--- src/rtl/pc_ctrl_pkg.sv ---
// Shared opcode constants, FSM state type and alignment helper for the PC controller.
package pc_ctrl_pkg;

    localparam logic [6:0] OP_BRANCH = 7'b1100011;
    localparam logic [6:0] OP_JAL    = 7'b1101111;
    localparam logic [6:0] OP_JALR   = 7'b1100111;

    typedef enum logic [1:0] {BOOT, RUN, TRAP} pc_state_e;

    // Only the two LSBs matter; JALR targets arrive with bit 0 already cleared.
    function automatic logic is_misaligned(input logic [1:0] target_lo,
                                           input int unsigned ialign);
        if (ialign == 2) begin
            return target_lo[0];
        end
        return target_lo != 2'b00;
    endfunction

endpackage

--- src/rtl/pc_target_calc.sv ---
// Combinational next-fetch-target selection and misalignment detection.
module pc_target_calc
    import pc_ctrl_pkg::*;
#(
    parameter int unsigned XLEN   = 32,
    parameter int unsigned IALIGN = 4
) (
    input  logic [XLEN-1:0] pc,
    input  logic [6:0]      opcode,
    input  logic            branch,
    input  logic [XLEN-1:0] imm,
    input  logic [XLEN-1:0] rs1,
    output logic [XLEN-1:0] target,
    output logic            misaligned
);

    logic [XLEN-1:0] seq_pc;
    logic [XLEN-1:0] rel_pc;
    logic [XLEN-1:0] jalr_sum;

    assign seq_pc   = pc + XLEN'(4);
    assign rel_pc   = pc + imm;
    assign jalr_sum = rs1 + imm;

    always_comb begin
        target = seq_pc;
        case (opcode)
            OP_BRANCH: target = branch ? rel_pc : seq_pc;
            OP_JAL:    target = rel_pc;
            OP_JALR:   target = {jalr_sum[XLEN-1:1], 1'b0};
            default:   target = seq_pc;
        endcase
    end

    assign misaligned = is_misaligned(target[1:0], IALIGN);

endmodule

--- src/rtl/pc_ctrl_param.sv ---
// Fetch PC register with branch/JAL/JALR redirect, stall handshake and misaligned-target trap.
// Optional performance counters are enabled by defining PC_PERF_CNT_EN.
module pc_ctrl_param
    import pc_ctrl_pkg::*;
#(
    parameter int unsigned     XLEN         = 32,
    parameter logic [XLEN-1:0] RESET_VECTOR = XLEN'(32'h0000_0000),
    parameter logic [XLEN-1:0] TRAP_VECTOR  = XLEN'(32'h0000_0100),
    parameter int unsigned     IALIGN       = 4
) (
    input  logic            clk,
    input  logic            reset,
    input  logic            Branch,
    input  logic [6:0]      opcode,
    input  logic [XLEN-1:0] Imm,
    input  logic [XLEN-1:0] RS1_in,
    input  logic            stall,
    input  logic            fetch_ready,
    output logic            pc_valid,
    output logic [XLEN-1:0] PC,
    output logic [XLEN-1:0] pc_link,
`ifdef PC_PERF_CNT_EN
    output logic [31:0]     perf_fetch_cnt,
    output logic [31:0]     perf_redirect_cnt,
`endif
    output logic            misalign_exc,
    output logic [XLEN-1:0] exc_epc,
    output logic [XLEN-1:0] exc_tval
);

    pc_state_e       state;
    logic [XLEN-1:0] target;
    logic            misaligned;
    logic            advance;

    pc_target_calc #(
        .XLEN   (XLEN),
        .IALIGN (IALIGN)
    ) u_target_calc (
        .pc         (PC),
        .opcode     (opcode),
        .branch     (Branch),
        .imm        (Imm),
        .rs1        (RS1_in),
        .target     (target),
        .misaligned (misaligned)
    );

    assign pc_link = PC + XLEN'(4);
    assign advance = (state == RUN) && pc_valid && fetch_ready && !stall;

    always_ff @(posedge clk or negedge reset) begin
        if (!reset) begin
            state        <= BOOT;
            PC           <= RESET_VECTOR;
            pc_valid     <= 1'b0;
            misalign_exc <= 1'b0;
            exc_epc      <= '0;
            exc_tval     <= '0;
        end else begin
            case (state)
                BOOT: begin
                    state    <= RUN;
                    pc_valid <= 1'b1;
                end
                RUN: begin
                    if (advance) begin
                        if (misaligned) begin
                            state        <= TRAP;
                            PC           <= TRAP_VECTOR;
                            exc_epc      <= PC;
                            exc_tval     <= target;
                            pc_valid     <= 1'b0;
                            misalign_exc <= 1'b1;
                        end else begin
                            PC <= target;
                        end
                    end
                end
                TRAP: begin
                    state        <= RUN;
                    pc_valid     <= 1'b1;
                    misalign_exc <= 1'b0;
                end
                default: begin
                    state        <= BOOT;
                    pc_valid     <= 1'b0;
                    misalign_exc <= 1'b0;
                end
            endcase
        end
    end

`ifdef PC_PERF_CNT_EN
    // Redirect covers any non-sequential target, traps included.
    logic redirect;
    assign redirect = (target != pc_link);

    always_ff @(posedge clk or negedge reset) begin
        if (!reset) begin
            perf_fetch_cnt    <= '0;
            perf_redirect_cnt <= '0;
        end else if (advance) begin
            if (perf_fetch_cnt != 32'hFFFF_FFFF) begin
                perf_fetch_cnt <= perf_fetch_cnt + 32'd1;
            end
            if (redirect && (perf_redirect_cnt != 32'hFFFF_FFFF)) begin
                perf_redirect_cnt <= perf_redirect_cnt + 32'd1;
            end
        end
    end
`endif

endmodule
--- config.mk ---
export PLATFORM = sky130hd
export DESIGN_NAME = pc_ctrl_param
export DESIGN_NICKNAME = d
export VERILOG_FILES = /design/src/rtl/pc_ctrl_pkg.sv /design/src/rtl/pc_target_calc.sv /design/src/rtl/pc_ctrl_param.sv
export SDC_FILE = /design/constraint.sdc
export NUM_CORES = 1
export LEC_CHECK = 0
export ABC_AREA = 1
export CAP_MARGIN = 10
export CORE_MARGIN = 5
export CORE_UTILIZATION = 53
export CTS_CLUSTER_SIZE = 16
export DETAILED_ROUTE_END_ITERATION = 6
export PLACE_DENSITY_LB_ADDON = 0.08
export RECOVER_POWER = 25
export REMOVE_ABC_BUFFERS = 1
export SYNTH_ARGS = -nofsm -noshare
export SYNTH_HDL_FRONTEND = slang
export SYNTH_SLANG_ARGS = --single-unit
--- constraint.sdc ---
create_clock -name clk -period 2.74 [get_ports clk]
set_clock_uncertainty 0.05 [all_clocks]
set_input_delay 0.274 -clock clk [delete_from_list [all_inputs] [get_ports clk]]
set_output_delay 0.274 -clock clk [all_outputs]
set_load 0.005 [all_outputs]
==> results of run 1 <==
[final timing paths]
path,startpoint,slack (ps),to
setup / recovery,PC[3]$_DFFE_PN0P_,20,pc_link[11]
hold / removal,exc_epc[11]$_DFFE_PN0P_,420,exc_epc[11]$_DFFE_PN0P_
setup reg to reg,PC[7]$_DFFE_PN0P_,230,exc_tval[25]$_DFFE_PN0P_
hold reg to reg,exc_epc[11]$_DFFE_PN0P_,420,exc_epc[11]$_DFFE_PN0P_
max in group asynchronous,reset,400,PC[19]$_DFFE_PN0P_
min in group asynchronous,reset,690,exc_epc[0]$_DFFE_PN0P_
[power breakdown]
part           internal [W]  total [W]  switching [W]
Clock              0.000737    0.00139       0.000649
Combinational       0.00213    0.00453        0.00239
Sequential          0.00186    0.00225       0.000389
Total               0.00473    0.00816        0.00343
[per-stage QoR]
| stage | hold WS [ps] | instances |
|---|---|---|
| after floorplan | -71.6 | 1583 |
| final | 422 | 2114 |
| after global routing | 446 | 2114 |
| after CTS | 428 | 2109 |
| after detailed placement | 297 | 2088 |
| after global placement | 296 | 2088 |
[per-layer routing]
layer,global-route usage [%],up-vias
met3,5.19,145
met5,0,-
li1,-,5587
met1,43.6,5196
met2,56.1,735
met4,17.0,0
[worst min-delay path, cell delays in order, from the launching register on]
cell     delay, ps
dfrtp_1        350
nand2_1         50
nand2_1         40
[cell usage in the layout (no fill, tap or decap), types with 3 or more instances in the layout]
master / Yosys / final
ha_1: 62 / 61
nand3_1: 126 / 121
nand4_1: 13 / 13
o21bai_1: 5 / 5
nor3_2: 1 / 8
o21ai_0: 55 / 54
buf_12: 0 / 7
or2_2: 7 / 7
nand2_1: 672 / 671
buf_4: 5 / 72
nand3_4: 0 / 3
clkdlybuf4s50_1: 0 / 201
dfrtp_1: 99 / 83
clkbuf_16: 0 / 9
o221ai_1: 5 / 5
and3_1: 3 / 3
nor2_2: 2 / 8
o21ai_1: 10 / 11
nor2_4: 1 / 5
nand3b_1: 12 / 12
nor3_1: 19 / 10
and2_1: 5 / 5
nor2_1: 123 / 113
dfrtp_2: 0 / 16
o211ai_1: 8 / 8
inv_1: 244 / 239
a21oi_1: 61 / 61
inv_2: 3 / 8
xor2_1: 20 / 19
xnor2_1: 14 / 13
[cells in the mapped netlist (all sizes together), types with 3 or more instances]
library cell / n
dfrtp: 99
nand3: 126
nor2: 127
nand3b: 12
clkbuf: 11
inv: 247
and3: 3
o211ai: 8
nor3: 20
a21oi: 61
or2: 7
nand2: 673
and2: 5
o21ai: 67
ha: 62
nor4: 3
nand4: 13
xnor2: 14
o221ai: 5
xor2: 20
o21bai: 5
buf: 17
[state kept, by name, indices dropped and copies added (netlist names)]
signal        count
PC               32
exc_epc          32
exc_tval         32
misalign_exc      1
state             2
[timing repair]
action,CTS,global route
hold buffers,1,0
hold endpoints to repair,48,0
endpoints found under the setup margin,21,21
gates cloned,0,0
pin swaps,5,6
resized for setup,25,42
buffers inserted,4,5
[final cells by class]
type,instances,area share [%]
clock inverter,7,0.724
sequential,99,19.3
tap,229,2.21
clock buffer,9,1.74
inverter,248,7.18
timing repair buffer,286,21.2
multi-input combinational,1236,47.7
[logic make-up (layout without fill, tap and decap cells)]
group           Yosys count  in the layout  share of synthesized area, %
xor+xnor                 34             34                          3.11
compound gates          149            149                          8.48
buf+inv                 276            550                          11.4
flops                    99             99                          25.9
fa+ha+maj                64             64                          8.53
simple gates            989            989                          42.5
==> run metrics, run 1 <==
CTS tree done; Worst-Margin Slew 1320 ps; Post-Synthesis Cells 1,611; Final WS setup between 20 and 25 ps; Critical Path Sink Type output pin; Unique masters post-synth 37; IO Pins about 210; Most used DFF post-synth dfrtp_1; DRC viols 0; Post-synth EDFFs 0; Seq/Total Area, Yosys between 20 and 30%; Max Slew Vio Count 0; std cell rows 49; slowest cell delay on critical path ~570 ps; critical-path cell with the highest stage delay clkdlybuf4s50_1; Cell Area, Synth approximately 9600 µm²; H-tree levels 3; FMAX between 0.3 and 0.4 GHz; RSZ-0062 raised after global routing true; Placed Area 12,400 µm²; number of global-route vias before repair 10.8k; Pwr Total 0.00816 W; first-pass GRT wire length 55,500 µm; critical path fanouts, max 4; Yosys reg bits 99; Critical Path AT 2390 ps; area of the multi-input gates between 6000 and 7000 µm²; area leader, netlist nand2_1; cts bufs inserted 9; synth top area cells nand2_1 (26%), dfrtp_1 (26%), inv_1 (9.6%), ha_1 (8.1%), nand3_1 (6.6%); pwr dens 629 nW/µm²; Finished Core Util 72.7%; Final Instance Area around 13,000 µm²; Synth top area share 26.4%; Slew headroom about an eighth; metal2 WL roughly 17,000 µm; Die W 144 µm; Largest delay share family, worst path buffers and inverters; clk sinks 99; MaxCap Viol Count 0; Tcrit/Tclk final 99.2%; gr ovfl total 0; Reg clk slew, reported paths 80 ps; CP dominant cell by count nand2_1; CTS Buffer Depth 2; top routing layer in use met4; vias 11.7k; fraction of layout cells with a size suffix above 1 8.81%; core area roughly 18,000 µm²; Final HPWL DP 29,400 µm; root buffer cell clkbuf_16; Initial Util 53.6%; WP buf/inv 2; layout filler cell count 1,526; routed length per instance between 15 and 20 µm; Crit. path cell count 7; DIE AREA 20,800 µm²; Pleak 6.98 nW; met3 WL 3470 µm; NumNets Final roughly 2.0k; worst skew pair latency around 360 ps; hold path depth 2; ys async rst share 100%; largest net degree at the start of global routing about 50; Routed WL 37,100 µm; number of setup violations in the final report 0; port bufs 205; initial antenna violation count 0; Reg2Reg Depth 13; status completed; WL met1 14,600 µm; synth warn 0; Final Wtd Congestion 0.998; DR vias/cell 5.52; Reg area 2500 µm²; overall routing resource usage 34.1%; TNS Setup 0 ps; first-pass iteration count of the detailed router 6; crit-path cells buf_4 > nand2_1 > nor3_1 > nand2_1 > nor2_4 > xor2_1 > clkdlybuf4s50_1; ANT nets after route 0; pre-CTS WS -59.3 ps; DRT iter0 DRCs 1,140; antenna cell count 0; Required @ worst endpoint about 2400 ps; Die Y 144 µm; area grow syn2layout 35.6%; minimum clock period 2720 ps; Worst Setup Start Kind flip-flop; WS Path Type flip-flop to output pin; syn_area_per_cell 5.94 µm²; Peak VDD IR between 0.5 and 0.6 mV; Hold Vio Cnt, Final 0; Hold Crit Class flip-flop to flip-flop
Power figures use the tool's default switching activity.
==> inputs of run 2 (changes only) <==
--- a/config.mk
+++ b/config.mk
@@ -7,7 +7,7 @@
 export LEC_CHECK = 0
 export ABC_AREA = 1
 export CAP_MARGIN = 10
-export CORE_MARGIN = 5
+export CORE_MARGIN = 2
 export CORE_UTILIZATION = 53
 export CTS_CLUSTER_SIZE = 16
 export DETAILED_ROUTE_END_ITERATION = 6
==> run 2 against run 1 <==
Compared with the run above: the flow now finishes with violations (negative setup slack); final cell count rose by 0.52%; largest power group unchanged; core utilization increased by 0.63 points; first-iteration DRC count rose by 4.4%; critical endpoint is now pc_link[28].
==> run metrics, run 2 (same netlist as run 1, synthesis figures left out) <==
Pleak 7.05 nW (+1.0%); overall routing resource usage 37.6% (+3.5 points); largest registers PC x32, exc_epc x32, exc_tval x32; Layout Cells excl Fill 2,125 (+0.52%); Tcrit/Tclk final 105% (+5.9 points); commonest non-fill, non-tap cell in the layout nand2_1; hold slack 425 ps (+2.62 ps); RSZ-0062 raised after global routing true; DRC viols 0 (unchanged); area grow syn2layout 36.8%; Hold Vio Cnt, Final 0 (unchanged); Max Slew Vio Count 0 (unchanged); WS Path Type flip-flop to output pin; Placed Area 12,300 µm² (-0.28%); Die Y 138 µm (-4.2%); pwr dens 630 nW/µm² (about the same); DR vias/cell 5.60 (+1.4%); critical path fanouts, max 7 (+3); NumNets Final 2,031 (+0.54%); H-tree levels 3 (unchanged); Die W 138 µm (-4.2%); worst skew pair latency 360 ps (about the same); clk sinks 99 (unchanged); Worst-Margin Slew 1350 ps (+30.3 ps); initial antenna violation count 0 (unchanged); minimum clock period 2880 ps (+161 ps); root buffer cell clkbuf_16; Final WS setup -140 ps (-161 ps); MaxCap Viol Count 0 (unchanged); port bufs 205 (unchanged); Slew headroom 9.32% (-2.8 points); DRT iter0 DRCs 1,190 (+4.4%); Final Wtd Congestion 0.995 (-0.32%); core area 17,800 µm² (unchanged); first-pass GRT wire length 57,700 µm (+4.1%); antenna cell count 0 (unchanged); vias 11.9k (+1.9%); Final Instance Area 13,100 µm² (+0.87%); Required @ worst endpoint 2420 ps (about the same); critical-path cell with the highest stage delay clkdlybuf4s50_1; ANT nets after route 0 (unchanged); CTS Buffer Depth 2 (unchanged); layout filler cell count 1,440 (-5.6%); Reg clk slew, reported paths 80 ps (about the same); std cell rows 49 (unchanged); gr ovfl total 0 (unchanged); worst reg2reg setup slack 50 ps (-180 ps); most frequent cells in the layout nand2_1 (668), inv_1 (240), clkdlybuf4s50_1 (200), nand3_1 (121), nor2_1 (111); crit-path cells inv_1 > nor4_4 > nand2_1 > nor2_4 > nand2_1 > nand2_1 > nand2_1 > inv_1 > clkdlybuf4s50_1; status finished with violations; CP dominant cell by count nand2_1; CTS tree done; Initial Util 53.6% (unchanged); failing checks negative setup slack; Routed WL 38,300 µm (+3.3%); first-pass iteration count of the detailed router 5 (-1); Worst Setup Start Kind flip-flop; DIE AREA 19,100 µm² (-8.1%); IO Pins 206 (unchanged); routed length per instance 18.0 µm (+2.7%); cts bufs inserted 9 (unchanged); TNS Setup -855 ps (-855 ps); Peak VDD IR 0.565 mV (-2.4%); largest net degree at the start of global routing 57 (+12%); Finished Core Util 73.3% (+0.63 points); slowest cell delay on critical path 500 ps (-70 ps); Final HPWL DP 29,000 µm (-1.1%); FMAX 0.347 GHz (-5.6%); Critical Path Sink Type output pin; number of setup violations in the final report 11 (+11); Hold Crit Class flip-flop to flip-flop; number of global-route vias before repair 11.0k (+1.6%); Critical Path AT 2560 ps (+170 ps); dpl cells 2,090 (+0.096%); fraction of layout cells with a size suffix above 1 9.97% (+1.2 points)
## run 2: power breakdown
part | internal, W | leakage [nW] | switching, W
registers | 0.00187 | 1.29 | 0.000408
logic | 0.00217 | 5.62 | 0.00248
clock network | 0.000645 | 0.144 | 0.000665
## run 2: through the flow
step / total power [W] / worst slack, ps
detailed placement: 0.00651 / -81.3
global route: 0.00868 / -226
CTS: 0.00787 / 6.11
finish: 0.00824 / -140
global placement: 0.00642 / 20.4
floorplan: 0.00427 / -234
## run 2: per-layer routing
layer  up-vias  routed length [µm]  global-route usage, %
li1       5591                   -                      -
met1      5343               14700                   47.1
met2       767               17800                   63.0
met3       189                3460                   6.30
met4         0                2330                   18.9
met5         -                   0                      0
## run 2: cell type report
type                    count  area (µm²)  area share [%]
clock buffers               9         225            1.72
clock inverters             7        71.3           0.545
inverters                 248         935            7.14
well taps                 229         287            2.19
multi-input cells        1236        6270            47.9
flip-flops and latches     99        2500            19.1
repair buffers            297        2800            21.4
## run 2: critical path, delay by kind of cell (launching register included)
family        cells  cell delay [ps]
simple gates      6             1090
buf+inv           3              750
flops             1              350
## run 2: final timing paths
kind | startpoint | end | cells past startpoint
min reg2reg | exc_epc[24]$_DFFE_PN0P_ | exc_epc[24]$_DFFE_PN0P_ | 2
max in group asynchronous | reset | PC[23]$_DFFE_PN0P_ | 3
min | exc_epc[24]$_DFFE_PN0P_ | exc_epc[24]$_DFFE_PN0P_ | 2
max | PC[7]$_DFFE_PN0P_ | pc_link[28] | 9
max reg2reg | state[1]$_DFFE_PN0P_ | PC[6]$_DFFE_PN0P_ | 7
min in group asynchronous | reset | exc_epc[0]$_DFFE_PN0P_ | 2
## run 2: what timing repair did
item | 4_1_cts | 5_1_grt
hold endpoints to repair | 43 | 0
resized for setup | 27 | 59
hold buffers | 1 | 0
setup endpoints to repair | 21 | 25
pin swaps | 5 | 8
setup buffers | 6 | 12
==> inputs of run 3 (changes only) <==
--- a/config.mk
+++ b/config.mk
@@ -11,6 +11,7 @@
 export CORE_UTILIZATION = 53
 export CTS_CLUSTER_SIZE = 16
 export DETAILED_ROUTE_END_ITERATION = 6
+export MAX_ROUTING_LAYER = met4
 export PLACE_DENSITY_LB_ADDON = 0.08
 export RECOVER_POWER = 25
 export REMOVE_ABC_BUFFERS = 1
==> run 3 against run 2 <==
Compared with the run above: the flow finishes with violations (design-rule violations, negative setup slack); sequential cell count is the same; clock power increased by 4%; sequential share of layout area is essentially flat; final cell count is 0.24% lower; global-route usage is 1.5 points higher; critical path type unchanged; largest cell class unchanged; highest routed layer unchanged.
==> run metrics, run 3 (same netlist as run 1, synthesis figures left out) <==
worst r2r src PC[4]$_DFFE_PN0P_; WS Path Type flip-flop to output pin; cts bufs inserted 9 (unchanged); DIE AREA 19,100 µm² (unchanged); CTS tree done; Critical Path Sink Type output pin; overall routing resource usage 39.1% (+1.5 points); core area 17,800 µm² (unchanged); first-pass iteration count of the detailed router 7 (+2); gr ovfl total 0 (unchanged); root buffer cell clkbuf_16; Worst-Margin Slew 1050 ps (-301 ps); Reg clk slew, reported paths 90 ps (about the same); Pleak 7.06 nW (about the same); critical path fanouts, max 4 (-3); Max Slew Vio Count 0 (unchanged); Hold Crit Class flip-flop to flip-flop; Die Y 138 µm (unchanged); slowest cell delay on critical path 630 ps (+130 ps); NumNets Final 2,026 (-0.25%); Final WS setup -226 ps (-86.8 ps); Hold Vio Cnt, Final 0 (unchanged); worst reg2reg setup slack -50 ps (-100 ps); minimum clock period 2970 ps (+86.8 ps); layout filler cell count 1,456 (+1.1%); Reg2Reg Depth 14 (+7); largest net degree at the start of global routing 60 (+5.3%); crit-path cells nand3_2 > nor3_4 > nand3_4 > xor2_1 > clkdlybuf4s50_1; MaxCap Viol Count 0 (unchanged); Final HPWL DP 29,100 µm (+0.16%); IO Pins 206 (unchanged); DRC viols 16 (+16); most frequent cells in the layout nand2_1 (668), inv_1 (238), clkdlybuf4s50_1 (200), nand3_1 (120), nor2_1 (114); critical-path cell with the highest stage delay clkdlybuf4s50_1; R2R Path End PC[9]$_DFFE_PN0P_; vias 12.0k (+1.1%); Critical Path AT 2640 ps (+80 ps); Pwr Total 0.00841 W (+2.1%); DRT iter0 DRCs 1,228 (+3.2%); fraction of layout cells with a size suffix above 1 9.41% (-0.56 points); Required @ worst endpoint 2420 ps (about the same); ANT nets after route 0 (unchanged); hold slack 431 ps (+5.89 ps); Routed WL 39,300 µm (+2.8%); clk sinks 99 (unchanged); antenna cell count 0 (unchanged); Initial Util 53.6% (unchanged); first-pass GRT wire length 58,200 µm (+0.81%); FMAX 0.337 GHz (-2.9%); port bufs 205 (unchanged); Slew headroom 30.2% (+21 points); commonest non-fill, non-tap cell in the layout nand2_1; routed length per instance 18.6 µm (+3.0%); Final Wtd Congestion 1.02 (+2.8%); initial antenna violation count 0 (unchanged); status finished with violations; H-tree levels 3 (unchanged); TNS Setup -1170 ps (-319 ps); Tcrit/Tclk final 108% (+3.2 points); Die W 138 µm (unchanged); Setup crit end pc_link[9]; number of global-route vias before repair 11.1k (+1.7%); std cell rows 49 (unchanged); RSZ-0062 raised after global routing true; worst skew pair latency 360 ps (about the same); Peak VDD IR 0.590 mV (+4.4%); Worst Setup Start Kind flip-flop; CTS Buffer Depth 2 (unchanged); number of setup violations in the final report 16 (+5); pwr dens 645 nW/µm² (+2.4%); Finished Core Util 73.1% (-0.18 points); area grow syn2layout 36.4%; Worst Setup SP PC[4]$_DFFE_PN0P_; failing checks design-rule violations, negative setup slack; DR vias/cell 5.67 (+1.4%); largest registers PC x32, exc_epc x32, exc_tval x32
## run 3: area by class of cell
cell class              count  area (µm²)  share of cell area (%)
multi-input cells        1236        6260                    48.0
repair buffers            292        2760                    21.2
flip-flops and latches     99        2490                    19.1
inverters                 248         933                    7.15
well taps                 229         287                    2.20
clock buffers               9         225                    1.73
clock inverters             7        91.3                   0.700
## run 3: worst min-delay path by stage
stage | startpoint | depth (start not counted) | end
2_1_floorplan | reset | 0 | PC[0]$_DFFE_PN0P_
3_3_place_gp | reset | 1 | exc_epc[0]$_DFFE_PN0P_
3_5_place_dp | reset | 1 | exc_epc[0]$_DFFE_PN0P_
4_1_cts | reset | 2 | exc_epc[0]$_DFFE_PN0P_
5_1_grt | exc_tval[5]$_DFFE_PN0P_ | 2 | exc_tval[5]$_DFFE_PN0P_
6_report | exc_tval[24]$_DFFE_PN0P_ | 2 | exc_tval[24]$_DFFE_PN0P_
## run 3: worst max-delay path, delay by kind of cell (launching register included)
kind,cells,cell delay [ps]
simple gates,3,640
buf+inv,1,630
xor+xnor,1,500
flops,1,490
## run 3: report_power, final
group | internal [W] | total, W | leakage [nW] | switching (W)
logic | 0.00218 | 0.00477 | 5.60 | 0.00259
registers | 0.00186 | 0.00228 | 1.30 | 0.000415
clock network | 0.000664 | 0.00136 | 0.152 | 0.000700
total | 0.00471 | 0.00841 | 7.06 | 0.00371
## run 3: metrics by stage
step	cell area (µm²)	setup WS, ps	instances
3_3_place_gp	12300	34.7	2089
4_1_cts	12800	-26.2	2107
6_report	13000	-226	2120
2_1_floorplan	9400	-234	1583
5_1_grt	13000	-208	2120
3_5_place_dp	12300	-2.06	2089
## run 3: routing by layer
layer / part of all wire [%] / global-route usage [%] / vias to the layer above
met5: 0 / - / -
met4: 7.2 / 19.9 / 0
met3: 10 / 7.14 / 259
met2: 45 / 62.9 / 807
met1: 38 / 47.2 / 5367
li1: - / - / 5590
## run 3: what timing repair did
| action | 4_1_cts | 5_1_grt |
|---|---|---|
| gates resized for setup | 32 | 46 |
| setup buffers | 1 | 13 |
| hold buffers | 1 | 0 |
| gates cloned | 0 | 0 |
| pin swaps | 4 | 10 |
| hold endpoints to repair | 40 | 0 |
| endpoints found under the setup margin | 20 | 24 |
